==> src/rtl/out_vector_pkg.sv <==
// Shared types and defaults for the output vector sequencer.
package out_vector_pkg;

  localparam int unsigned LANES_DEF = 4;
  localparam int unsigned WIDTH_DEF = 32;
  localparam int unsigned LANE_W    = $clog2(LANES_DEF);

  typedef logic [LANE_W-1:0] lane_idx_t;

  typedef enum logic [0:0] {
    StIdle,
    StDrain
  } state_e;

endpackage

==> src/rtl/rr_arbiter2.sv <==
// Two-requester arbiter: round-robin with OUT_VECTOR_CTRL_RR_EN, otherwise fixed
// priority with req[0] over req[1]. A non-zero grant is always an accepted request.
module rr_arbiter2 (
  input  logic       clk,
  input  logic       rst_n,
  input  logic [1:0] req,
  output logic [1:0] grant
);

`ifdef OUT_VECTOR_CTRL_RR_EN
  // Set when req[1] won most recently; reset value lets req[0] win the first tie.
  logic last_grant_q;

  always_ff @(posedge clk or negedge rst_n) begin
    if (!rst_n) begin
      last_grant_q <= 1'b1;
    end else if (|grant) begin
      last_grant_q <= grant[1];
    end
  end

  always_comb begin
    grant = req;
    if (req == 2'b11) begin
      grant = last_grant_q ? 2'b01 : 2'b10;
    end
  end
`else
  logic unused_clk_rst;
  assign unused_clk_rst = clk ^ rst_n;

  always_comb begin
    grant = req;
    if (req[0]) begin
      grant = 2'b01;
    end
  end
`endif

endmodule

==> src/rtl/out_vector_ctrl.sv <==
// Arbitrates whole-vector writes into the output vector register, then drains it one
// lane per handshake. Arbitration mode is selected by OUT_VECTOR_CTRL_RR_EN.
module out_vector_ctrl
  import out_vector_pkg::*;
#(
  parameter int unsigned LANES = LANES_DEF,
  parameter int unsigned WIDTH = WIDTH_DEF
) (
  input  logic                       clk,
  input  logic                       rst_n,
  input  logic                       req0_valid,
  input  logic [LANES*WIDTH-1:0]     req0_data,
  output logic                       req0_ready,
  input  logic                       req1_valid,
  input  logic [LANES*WIDTH-1:0]     req1_data,
  output logic                       req1_ready,
  output logic                       vec_we,
  output logic [LANES*WIDTH-1:0]     vec_d,
  input  logic [LANES*WIDTH-1:0]     vec_q,
  output logic                       drain_valid,
  input  logic                       drain_ready,
  output logic [WIDTH-1:0]           drain_data,
  output logic [$clog2(LANES)-1:0]   drain_lane,
  output logic                       drain_last,
  output logic                       busy
);

  localparam int unsigned LaneW = $clog2(LANES);
  localparam logic [LaneW-1:0] LastLane = LaneW'(LANES - 1);

  state_e           state_q;
  logic [LaneW-1:0] lane_q;
  logic [1:0]       req_idle;
  logic [1:0]       grant;
  logic             in_drain;
  logic             at_last;
  logic [WIDTH-1:0] lane_val [LANES];

  assign in_drain = (state_q == StDrain);
  assign at_last  = (lane_q == LastLane);

  // Requests are only visible to the arbiter in IDLE, so the register is never
  // overwritten while a drain is in progress.
  assign req_idle = {req1_valid, req0_valid} & {2{~in_drain}};

  rr_arbiter2 u_arb (
    .clk   (clk),
    .rst_n (rst_n),
    .req   (req_idle),
    .grant (grant)
  );

  always_ff @(posedge clk or negedge rst_n) begin
    if (!rst_n) begin
      state_q <= StIdle;
      lane_q  <= '0;
    end else begin
      unique case (state_q)
        StIdle: begin
          if (|grant) begin
            state_q <= StDrain;
            lane_q  <= '0;
          end
        end
        StDrain: begin
          if (drain_ready) begin
            if (at_last) begin
              state_q <= StIdle;
            end else begin
              lane_q <= lane_q + 1'b1;
            end
          end
        end
        default: state_q <= StIdle;
      endcase
    end
  end

  always_comb begin
    for (int i = 0; i < LANES; i++) begin
      lane_val[i] = vec_q[i*WIDTH +: WIDTH];
    end
  end

  // Ready and write strobe are forced low while reset is asserted.
  always_comb begin
    req0_ready = grant[0] & rst_n;
    req1_ready = grant[1] & rst_n;
    vec_we     = (|grant) & rst_n;
    vec_d      = grant[1] ? req1_data : req0_data;
  end

  always_comb begin
    drain_valid = in_drain;
    drain_data  = in_drain ? lane_val[lane_q] : '0;
    drain_lane  = in_drain ? lane_q : '0;
    drain_last  = in_drain & at_last;
    busy        = in_drain;
  end

endmodule

==> config.mk <==
export PLATFORM = sky130hd
export DESIGN_NAME = out_vector_ctrl
export DESIGN_NICKNAME = d
export VERILOG_FILES = /design/src/rtl/out_vector_pkg.sv /design/src/rtl/rr_arbiter2.sv /design/src/rtl/out_vector_ctrl.sv
export SDC_FILE = /design/constraint.sdc
export NUM_CORES = 1
export LEC_CHECK = 0
export ABC_AREA = 1
export BUFFER_PORTS_ARGS = -buffer_cell sky130_fd_sc_hd__clkbuf_2
export CAP_MARGIN = 20
export CORE_AREA = 3 3 215 217
export DETAILED_ROUTE_END_ITERATION = 10
export DIE_AREA = 0 0 218 220
export SYNTH_ARGS = -nofsm -noshare
export SYNTH_HDL_FRONTEND = slang
export SYNTH_SLANG_ARGS = --single-unit
==> constraint.sdc <==
create_clock -name clk -period 1.9 [get_ports clk]
set_clock_uncertainty 0.2 [all_clocks]
set_input_delay 0.19 -clock clk [delete_from_list [all_inputs] [get_ports clk]]
set_output_delay 0.19 -clock clk [all_outputs]
set_load 0.01 [all_outputs]
==> impl_metrics.yaml <==
pwr:
  worst_ir_drop_vdd_v: 0.000761
  powerDensity_nw_per_um2: 1020
  intPower_uw: 4380
  p_comb_frac: 0.945
  pwr-share-seq: 0.018
  p_leak_uw: 0.00566
  switching_share: 0.513
  p_clk_frac: 0.038
  p_switching_uw: 4610
floorplan:
  row_count: 77
  core_um2: 44300
  dieArea_um2: 48000
  dieWidth_um: 218
  die_height_um: 220
  ios: 557
  initial_core_util: 0.0846
yosys:
  synth-xor-area-share: 0
  synth_top_family_by_area: "simple AND/OR/NAND/NOR gates"
  synth.area.top_cells: "nand2_1 33%, inv_1 20%, o21ai_2 15%"
  synthCells: 792
  synthAdderAreaFrac: 0.00334
  synthArstFlopShare: 1.00
  synth_warnings: 0
  yosys.area.top_type: "nand2_1"
  avgSynthCellArea_um2: 4.73
  yosys.area_share.simple: 0.392
  synth-compound-area-share: 0.278
  muxShareOfSynthArea: 0
  ys_seq_area_frac: 0.0200
  synth-seq-cells: 3
  netlist_top_cells_count: "331 x nand2_1, 199 x inv_1, 63 x o21ai_2"
  synth_top_area_share: 0.332
  synthesis.area_um2: 3750
  syn_nets: 1182
  ys.flop_type: "dfrtp_1"
  synth_edf_count: 0
  synthMostInstantiatedCell: "nand2_1"
  synthDistinctLibCells: 19
cells_and_area:
  utilization: 0.198
  area_growth_pct: 135
  final_nets: 1763
  drive_above_1_share: 0.579
  instances_no_fill: 1965
setup_path:
  reg2reg_depth: 7
  critical_path.endpoint_type: "output port"
  start_kind: "flip-flop"
  crit_path_max_fanout: 8
  r2r-start: "busy"
  crit_required_ns: 1.51
  r2r_end: "lane_q[1]"
  r2r_slack_ns: 0.17
  worstPathArrival_ns: 1.66
  path_class: "reg2out"
  crit_start: "busy"
drt:
  drc: 0
  ant_nets: 0
  totalWireLength_um: 24800
  first_iter_violations: 272
  routed_via_density: 3.48
  wire_per_inst_um: 12.6
  vias: 6842
  dr.pass1.iters: 4
cts:
  cts_buffers: 3
  cts_tree: "built"
  clkLatencyLatePin_ns: 0.23
  cts_root_buffer: "clkbuf_16"
  clkSinkCount: 3
  clk_pin_slew_ns: 0.03
  htree_levels: 1
  ctsLongestPathBuffers: 2
placement:
  gp_congestion: 0.812
  post-dp-hpwl_um: 20100
  dp_slack_ns: 0.0600
  portBuffers: 556
  dpl.cell_count: 1921
global_routing:
  antenna_found_initial: 2
  grt_pass1_vias: 6112
  track_usage: 0.0873
  grt_max_degree: 36
  grt_pass1_wl_um: 32800
  overflow: 0
worst_hold_path:
  min-delay-path-class: "in2async"
sta:
  setup_ws_ns: -0.149
  finalHoldViolCount: 0
  finalSetupViolCount: 129
  max_freq_mhz: 488
  period_needed_ns: 2.05
  slew_violations: 0
  finalCritPeriodShare: 1.08
  maxSlewHeadroom: 0.675
  tightest_slew_ns: 0.487
  rsz0062_at_grt: "true"
  whs_ns: 0.104
  fin_setup_tns_ns: -8.90
flow_run:
  max-cap-violations: 0
outcome:
  status: "finished with violations"
  violations: "negative setup slack"
[power groups by stage]
stage	Combinational [uW]	Clock, uW	Sequential, uW
floorplan	3700	0	129
global placement	6370	0	160
detailed placement	6360	0	157
CTS	8100	342	169
global route	9210	350	167
finish	8490	339	159
[cell type report]
| type | instances | area, um2 |
|---|---|---|
| fill | 5086 | 35500 |
| timing repair buffer | 629 | 4130 |
| multi-input combinational | 535 | 3000 |
| inverter | 201 | 762 |
| tap | 592 | 741 |
| clock buffer | 4 | 78.8 |
| sequential | 3 | 77.6 |
| antenna | 1 | 2.50 |
[per-layer routing]
metal	share of wire	wire (um)	global-route usage
met5	0	0	0
met2	0.52	12800	0.164
met1	0.39	9580	0.106
met3	0.079	1970	0.0102
met4	0.019	469	0.0178
[repair_timing]
action | 4_1_cts | 5_1_grt
gates cloned | 13 | 4
endpoints found under the hold margin | 3 | 0
endpoints found under the setup margin | 121 | 158
hold buffers | 1 | 0
pin swaps | 27 | 39
gates resized for setup | 107 | 187
buffers inserted | 18 | 6
[worst max-delay path by stage]
| stage | end | depth (start not counted) |
|---|---|---|
| 2_1_floorplan | vec_d[72] | 6 |
| 3_3_place_gp | vec_d[36] | 8 |
| 3_5_place_dp | vec_d[36] | 8 |
| 4_1_cts | vec_d[58] | 8 |
| 5_1_grt | vec_d[36] | 9 |
| 6_report | vec_d[70] | 10 |
[per-stage QoR]
stage               total power [uW]  area (um2)
floorplan                       3830        3750
global placement                6530        7320
detailed placement              6520        7320
CTS                             8610        8340
global route                    9720        8790
finish                          8990        8790
[cell families after synthesis]
group	count (synthesis)
buffers and inverters	254
DFF	3
AOI/OAI and AO/OA	161
and+or+nand+nor	373
adders and majority gates	1
[layout by cell type (no fill, tap or decap), types with 2 or more instances in the layout]
cell,synthesis,final
clkbuf_2,0,461
nand2_1,331,262
inv_1,199,199
buf_2,8,83
o21ai_2,63,65
o21ai_1,48,46
nand2_2,0,38
nand2_4,1,32
a21oi_1,33,27
nand3_1,35,25
buf_12,0,19
buf_4,1,17
buf_6,24,16
buf_16,0,15
o21ai_0,17,11
buf_8,0,11
nand3_2,0,10
clkbuf_16,0,7
a21oi_2,0,6
o21ai_4,0,6
nor2_1,3,3
dfrtp_2,0,2
clkbuf_8,0,2
[sequential cells by signal (all words and copies together) (netlist names)]
name	flops
lane_q	2
busy	1
[worst max-delay path, stage by stage (launching register included)]
cell	delay (ns)
dfrtp_1	0.37
inv_2	0.11
nand2_4	0.07
nand3_4	0.07
buf_12	0.16
buf_16	0.16
buf_12	0.12
buf_16	0.12
nand2_4	0.04
o21ai_2	0.04
buf_2	0.15
No activity file was read; power rests on OpenSTA's default activity.
